===== src/rtl/mips_pkg.sv =====
// Shared MIPS datapath definitions: widths, default reset vector and PC stage states.
package mips_pkg;

  localparam int PC_W   = 32;
  localparam int JIDX_W = 26;

  localparam logic [PC_W-1:0] DEFAULT_RESET_PC = 32'h0040_0000;

  typedef enum logic {
    NORMAL = 1'b0,
    SLOT   = 1'b1
  } pc_state_t;

  // Sequential successor; the 32-bit add wraps 32'hFFFF_FFFC to 0 on its own.
  function automatic logic [PC_W-1:0] seq_pc(input logic [PC_W-1:0] pc);
    return pc + PC_W'(4);
  endfunction

endpackage


===== src/rtl/pc_target_sel.sv =====
// Redirect target computation and priority selection (jr > jump > branch).
module pc_target_sel
  import mips_pkg::*;
(
  input  logic [PC_W-1:0]   instr_pc4,
  input  logic              branch_taken,
  input  logic [PC_W-1:0]   branch_offset,
  input  logic              jump,
  input  logic [JIDX_W-1:0] jump_index,
  input  logic              jr,
  input  logic [PC_W-1:0]   jr_target,
  output logic [PC_W-1:0]   next_target,
  output logic              take,
  output logic              misalign_hit
);

  logic [PC_W-1:0] branch_tgt;
  logic [PC_W-1:0] jump_tgt;
  logic [PC_W-1:0] jr_tgt;

  assign branch_tgt = instr_pc4 + branch_offset;
  assign jump_tgt   = {instr_pc4[PC_W-1:28], jump_index, 2'b00};
  assign jr_tgt     = {jr_target[PC_W-1:2], 2'b00};

  assign take = jr | jump | branch_taken;

  // jr has top priority, so its alignment fault only matters when jr itself is selected.
  assign misalign_hit = jr & (jr_target[1:0] != 2'b00);

  // NOTE: every output of a combinational block gets a value before any branch, so no latch is inferred.
  always_comb begin
    next_target = branch_tgt;
    if (jr) begin
      next_target = jr_tgt;
    end else if (jump) begin
      next_target = jump_tgt;
    end
  end

endmodule


===== src/rtl/pc_unit.sv =====
// MIPS program-counter stage with sequential/branch/jump/jr next-PC selection.
// Define PC_UNIT_DELAY_SLOT_EN for branch-delay-slot semantics (redirect lands after the slot).
module pc_unit
  import mips_pkg::*;
#(
  parameter logic [PC_W-1:0] RESET_PC = DEFAULT_RESET_PC
) (
  input  logic              clk,
  input  logic              rst,
  input  logic              stall,
  input  logic [PC_W-1:0]   instr_pc4,
  input  logic              branch_taken,
  input  logic [PC_W-1:0]   branch_offset,
  input  logic              jump,
  input  logic [JIDX_W-1:0] jump_index,
  input  logic              jr,
  input  logic [PC_W-1:0]   jr_target,
  output logic [PC_W-1:0]   pc,
  output logic [PC_W-1:0]   pc_plus4,
  output logic              redirect,
  output logic              misaligned
);

  logic [PC_W-1:0] next_target;
  logic            take;
  logic            misalign_hit;

  logic [PC_W-1:0] pc_q, pc_d;
  logic [PC_W-1:0] pc_plus4_q, pc_plus4_d;
  logic            redirect_q, redirect_d;
  logic            misaligned_q, misaligned_d;

`ifdef PC_UNIT_DELAY_SLOT_EN
  pc_state_t       state_q, state_d;
  logic [PC_W-1:0] pending_target_q, pending_target_d;
`endif

  pc_target_sel u_target_sel (
    .instr_pc4     (instr_pc4),
    .branch_taken  (branch_taken),
    .branch_offset (branch_offset),
    .jump          (jump),
    .jump_index    (jump_index),
    .jr            (jr),
    .jr_target     (jr_target),
    .next_target   (next_target),
    .take          (take),
    .misalign_hit  (misalign_hit)
  );

  // Stall holds everything, including a high redirect, so defaults are "keep".
  always_comb begin
    pc_d         = pc_q;
    redirect_d   = redirect_q;
    misaligned_d = misaligned_q;
`ifdef PC_UNIT_DELAY_SLOT_EN
    state_d          = state_q;
    pending_target_d = pending_target_q;
`endif
    if (!stall) begin
      pc_d       = seq_pc(pc_q);
      redirect_d = 1'b0;
`ifdef PC_UNIT_DELAY_SLOT_EN
      case (state_q)
        NORMAL: begin
          if (take) begin
            pending_target_d = next_target;
            state_d          = SLOT;
            if (misalign_hit) misaligned_d = 1'b1;
          end
        end
        SLOT: begin
          // Requests in the delay slot are ignored; only the pending target lands.
          pc_d       = pending_target_q;
          redirect_d = 1'b1;
          state_d    = NORMAL;
        end
        default: state_d = NORMAL;
      endcase
`else
      if (take) begin
        pc_d       = next_target;
        redirect_d = 1'b1;
        if (misalign_hit) misaligned_d = 1'b1;
      end
`endif
    end
    pc_plus4_d = seq_pc(pc_d);
  end

  // NOTE: state registers use non-blocking assignments so every flop samples pre-edge values.
  always_ff @(posedge clk) begin
    if (rst) begin
      pc_q         <= RESET_PC;
      pc_plus4_q   <= seq_pc(RESET_PC);
      redirect_q   <= 1'b0;
      misaligned_q <= 1'b0;
`ifdef PC_UNIT_DELAY_SLOT_EN
      state_q          <= NORMAL;
      pending_target_q <= '0;
`endif
    end else begin
      pc_q         <= pc_d;
      pc_plus4_q   <= pc_plus4_d;
      redirect_q   <= redirect_d;
      misaligned_q <= misaligned_d;
`ifdef PC_UNIT_DELAY_SLOT_EN
      state_q          <= state_d;
      pending_target_q <= pending_target_d;
`endif
    end
  end

  assign pc         = pc_q;
  assign pc_plus4   = pc_plus4_q;
  assign redirect   = redirect_q;
  assign misaligned = misaligned_q;

endmodule

===== config.mk =====
export PLATFORM = sky130hd
export DESIGN_NAME = pc_unit
export DESIGN_NICKNAME = d
export VERILOG_FILES = /design/src/rtl/mips_pkg.sv /design/src/rtl/pc_target_sel.sv /design/src/rtl/pc_unit.sv
export SDC_FILE = /design/constraint.sdc
export NUM_CORES = 1
export LEC_CHECK = 0
export BUFFER_PORTS_ARGS = -buffer_cell sky130_fd_sc_hd__buf_2
export CAP_MARGIN = 0
export CORE_ASPECT_RATIO = 1.75
export CORE_MARGIN = 3
export CORE_UTILIZATION = 53
export CTS_CLUSTER_DIAMETER = 120
export CTS_CLUSTER_SIZE = 10
export DETAILED_ROUTE_END_ITERATION = 6
export PLACE_DENSITY = 0.86
export REMOVE_ABC_BUFFERS = 1
export SLEW_MARGIN = 20
export SYNTH_ARGS = -nofsm -noshare
export SYNTH_HDL_FRONTEND = slang
export SYNTH_HIERARCHICAL = 1
export SYNTH_SLANG_ARGS = --single-unit
export TNS_END_PERCENT = 10

===== constraint.sdc =====
create_clock -name clk -period 5.4 [get_ports clk]
set_clock_uncertainty 0.15 [all_clocks]
set_input_delay 0.54 -clock clk [delete_from_list [all_inputs] [get_ports clk]]
set_output_delay 0.54 -clock clk [all_outputs]
set_load 0.005 [all_outputs]

======== Word-level counts from Yosys, hierarchy flattened ========
Index checks and enable logic that the tools add are counted.
word-level totals
  register bits ........................... 66
  input port bits ......................... 128
cells by class
  bitwise logic cells ..................... 4
  add/sub/neg operators ................... 3
  reductions and logical operators ........ 2
  mux-type cells .......................... 5
operators with widths
  operator                                                         number
  32-bit 2-to-1 mux                                                4
  32-bit by 3-bit adder with 32-bit output, second input constant  2
  32-bit adder                                                     1
  3-bit AND reduction                                              1
  1-bit OR                                                         2
  2-bit nonzero test                                               1
  1-bit AND                                                        1
  1-bit 2-to-1 mux                                                 1
  1-bit NOT                                                        1

======== Logic depth before layout (Yosys ltp) ========
  word-level depth ........................ 6
  gate-level depth with buffers ........... 18
  depth with buffers taken out ............ 18

======== Modules after synthesis ========
Netlist, hierarchy kept.
modules (own cells, without submodules)
  module         seq. area each (µm²)  area an instance (µm²)  cells each  times used
  pc_unit        1281.2                3564.7                  437         1
  pc_target_sel  0.0                   2512.4                  369         1

======== Worst setup path after synthesis ========
OpenSTA, ideal clock, no wires.
  kind .................................... input to register
  from .................................... input port instr_pc4[0]
  to ...................................... register pc_plus4_q[31] (netlist: pc_plus4[31])
  arrival time ............................ 4.142 ns
  stages on the path ...................... 18
  path slack .............................. 0.985 ns
  cells stage by stage .................... ha_1 > inv_1 > fa_1 > and2b_1 > o2111a_1 > o21ai_2 > nand2_1 > a21oi_1 > xor2_1 > o21ai_0 > o21a_1 > o22ai_1 > nor3_1 > nand4_1 > nor3b_1 > nand4_2 > nor4_2 > mux2_1
between the ends
  cells in the longest elaborated chain, start to end .. 6
RTL lines
  element                                   line                 text
  start: declaration                        pc_unit.sv:11        input logic [PC_W-1:0] instr_pc4,
  32-bit adder                              pc_target_sel.sv:21  assign branch_tgt = instr_pc4 + branch_offset;
  32-bit 2-to-1 mux                         pc_target_sel.sv:35  end else if (jump) begin
  32-bit 2-to-1 mux                         pc_target_sel.sv:33  if (jr) begin
  via next_target[8]                        pc_unit.sv:24        logic [PC_W-1:0] next_target;
  32-bit 2-to-1 mux                         pc_unit.sv:81        if (take) begin
  32-bit 2-to-1 mux                         pc_unit.sv:60        if (!stall) begin
  32-bit by 3-bit adder with 32-bit output  mips_pkg.sv:16       return pc + PC_W'(4);
  end signal: assignment                    pc_unit.sv:95        pc_plus4_q <= seq_pc(RESET_PC);
  end signal: assignment                    pc_unit.sv:104       pc_plus4_q <= pc_plus4_d;
  end: declaration                          pc_unit.sv:29        logic [PC_W-1:0] pc_plus4_q, pc_plus4_d;
The timed path passes the listed nets, and every way through them passes these cells.
A chain may end at the register's enable or synchronous reset.

======== Worst setup path after layout ========
Same ends and word-level chain as after synthesis.

==> run_results.csv <==
group,metric,value,unit
cts,clockBufferDepth,2,
cts,cts_tree,"yes",
die,core_area,11170,µm²
final_layout,multi_input_area,4458,µm²
global_routing,grt.total_usage,30.39,%
final_layout,seq_area,1281,µm²
sta,period_share,86.56,%
yosys,synth_top_area_share,21.08,%
route,drtIter0Drc,757,
die,num_io_pins,194,
yosys,synthTopCellsByArea,"dfxtp_1, ha_1, nor2_1, a21oi_1, nand2_1",
cts,cts_root_buffer,"clkbuf_16",
yosys,synthCells,806,
route,drc,0,
critical_path,crit_arrival,4.74,ns
global_routing,antenna_found_initial,1,
route,dr.pass1.iters,7,
place,place.gp.congestion,0.9350,
yosys,syn-mean-instance-area,7.540,µm²
critical_path,regToRegSetupSlack,1.72,ns
final_layout,nets,1134,
route,post_drt_via_cell_ratio,6.279,
cts,numCtsBuffers,9,
final_layout,final_cell_mix,"buf_2, nor2_1, nand2_1",
global_routing,grt_pass1_vias,6633,
cts,post_cts_resized,0,
power_and_ir_drop,p_clk_share,30.9,%
min_path,hold_path_end,"redirect",
yosys,synth-adder-area-share,7.124,%
final_layout,drive_gt1_share,26.61,%
power_and_ir_drop,seq_power_share,33.5,%
job,drv_cap,0,
sta,min_period,4.674,ns
die,dieHeight,147.7,µm
sta,clock.fmax,0.2139,GHz
die,rows,51,
place,portBuffers,193,
min_path,hold_class,"flip-flop to flip-flop",
critical_path,cp.required,5.46,ns
place,dp_worst_setup_slack,0.5519,ns
die,die_area,12840,µm²
min_path,hold_depth,2,
critical_path,r2r_end,"pc_plus4[28]",
critical_path,crit_chain,"buf_2, ha_1, inv_1, fa_1, and2b_1, o2111a_1, o21ai_2, nand2_1, a21oi_1, xor2_1, o21ai_0, o21a_1, o22ai_1, nor3_1, buf_4, nand4_1, nor3b_1, nand4_2, nor4_2, mux2_1",
route,wl_per_cell,17.77,µm
min_path,min_from,"redirect",
yosys,synth-simple-area-share,28.91,%
power_and_ir_drop,switchingPower,0.5798,mW
cts,cts_sinks,64,
yosys,synth_enable_flop_cells,0,
global_routing,grt_max_degree,53,
route,vias,6970,
cts,clock_insertion_delay_worst_skew,0.33,ns
cts,path_clk_slew,0.06,ns
critical_path,path_max_fanout,8,
critical_path,critPathLaunchType,"input pin",
sta,setup_viol,0,
yosys,synth_top_family_by_area,"compound AO/OA/AOI/OAI gates",
global_routing,overflow,0,
route,antenna_left,0,
route,wl,19.72,mm
power_and_ir_drop,power_leakage,3.187,nW
critical_path,rr_startpoint,"pc[2]",
die,die_w,86.95,µm
cts,cts_setup_buffers,0,
critical_path,path_class,"input pin to flip-flop",
yosys,muxShareOfSynthArea,1.791,%
final_layout,syn2layout_area_growth,20.57,%
power_and_ir_drop,switching_share,34.95,%
status,status,"complete, no violations",
sta,tightest_slew,0.8286,ns
power_and_ir_drop,ir_worst_vdd,0.3006,mV
power_and_ir_drop,p_int,1.079,mW
yosys,yosys_warnings,6,
final_layout,final_common_cell,"buf_2",
yosys,synth_area,6077,µm²
critical_path,critPathCaptureType,"flip-flop",
cts,postCtsHoldBufs,0,
die,start_util,54.42,%
critical_path,slowest_delay,0.47,ns
yosys,synth_xor_area_share,5.765,%
power_and_ir_drop,power_density,226.4,nW/µm²
sta,setup_tns,0,ns
yosys,synth-compound-area-share,29.77,%
yosys,ys_types,92,
critical_path,r2r_cells,9,
sta,rsz0062_at_grt,"no",
sta,drv_slew,0,
yosys,synth_top_cell_by_area,"dfxtp_1",
global_routing,grt_pass1_wl,31.49,mm
cts,cts.htree.levels,3,
yosys,yosysSeqAreaShare,21.08,%
sta,finalHoldViolCount,0,
yosys,ys_async_sr_fraction,0,%
sta,setup_ws,0.7259,ns
yosys,ys_seq_elements,64,
sta,relSlewSlack,44.06,%
critical_path,slowest_stage,"nor3b_1",
place,hpwl,15.68,mm
power_and_ir_drop,pwr-share-comb,35.6,%
final_layout,fill_cells,998,
yosys,synth_ff_type,"dfxtp_1",
==> sequential cells by signal (all words and copies together), names as in the netlist <==
| name | count |
|---|---|
| redirect | 1 |
| pc | 32 |
| pc_plus4 | 30 |
| misaligned | 1 |
==> layer usage <==
metal	share of wire (%)	track usage (%)
met3	6.8	3.625
met1	36	33.74
met4	5.5	18.17
met2	52	53.73
met5	0	0
==> per-stage QoR <==
stage | utilization [%] | area [µm²] | std cells | hold slack (ns) | power, mW
2_1_floorplan | - | 5837 | 756 | 0.2967 | 0.9306
3_3_place_gp | 63.20 | 7058 | 1093 | 0.2943 | 1.132
3_5_place_dp | 63.20 | 7058 | 1093 | 0.3208 | 1.142
4_1_cts | 65.59 | 7325 | 1109 | 0.3286 | 1.655
5_1_grt | 65.61 | 7327 | 1110 | 0.3711 | 1.748
6_report | 65.61 | 7327 | 1110 | 0.3267 | 1.659
==> cell type report <==
class,instances,area share [%]
clock inverter,5,0.4611
timing repair buffer,205,14.41
clock buffer,11,3.176
sequential,64,17.49
inverter,26,1.332
tap,132,2.254
multi-input combinational,666,60.84
antenna,1,0.03415
==> synth_stat cells, drive strengths merged, types with 6 or more instances <==
library cell	number
a21o	11
mux2	7
nor2	84
xnor2	26
o31ai	11
or3	11
nand4	16
and2	12
nand2	66
nor4	19
a21oi	58
inv	26
a31oi	16
o21bai	6
a211oi	18
nor3	30
nand3	24
xor2	14
o21ai	39
nand2b	11
nor2b	9
dfxtp	64
o211ai	17
o21a	15
o22ai	21
buf	25
ha	33
clkbuf	25
and3	13
==> worst max-delay path, delay by kind of cell <==
family                   cells  cell delay, ns
XOR/XNOR                     1            0.09
AND/OR/NAND/NOR              7            1.79
AO/OA/AOI/OAI                6            1.19
buffers and inverters        3            0.35
multiplexers                 1            0.36
adder cells (fa/ha/maj)      2            0.39
==> power by group through the flow <==
stage,combinational (mW),clock (mW),sequential [mW]
final,0.590,0.513,0.556
after global routing,0.649,0.537,0.562
after CTS,0.582,0.518,0.555
after detailed placement,0.578,0,0.564
after global placement,0.569,0,0.563
after floorplan,0.371,0,0.560
==> worst max path at each step <==
| stage | startpoint | slack [ns] | end |
|---|---|---|---|
| floorplan | instr_pc4[0] | 0.94 | pc_plus4[31] |
| global placement | instr_pc4[0] | 0.69 | pc_plus4[29] |
| detailed placement | instr_pc4[0] | 0.55 | pc_plus4[31] |
| CTS | instr_pc4[0] | 0.86 | pc_plus4[31] |
| global route | instr_pc4[0] | 0.30 | pc_plus4[29] |
| finish | instr_pc4[0] | 0.73 | pc_plus4[31] |
==> cell families after synthesis <==
| logic type | after synthesis |
|---|---|
| XOR/XNOR | 40 |
| buffers and inverters | 76 |
| AND/OR/NAND/NOR | 327 |
| adder cells (fa/ha/maj) | 34 |
| flip-flops | 64 |
| AO/OA/AOI/OAI | 255 |
| multiplexers | 10 |
(Power assumes the default switching activity.)
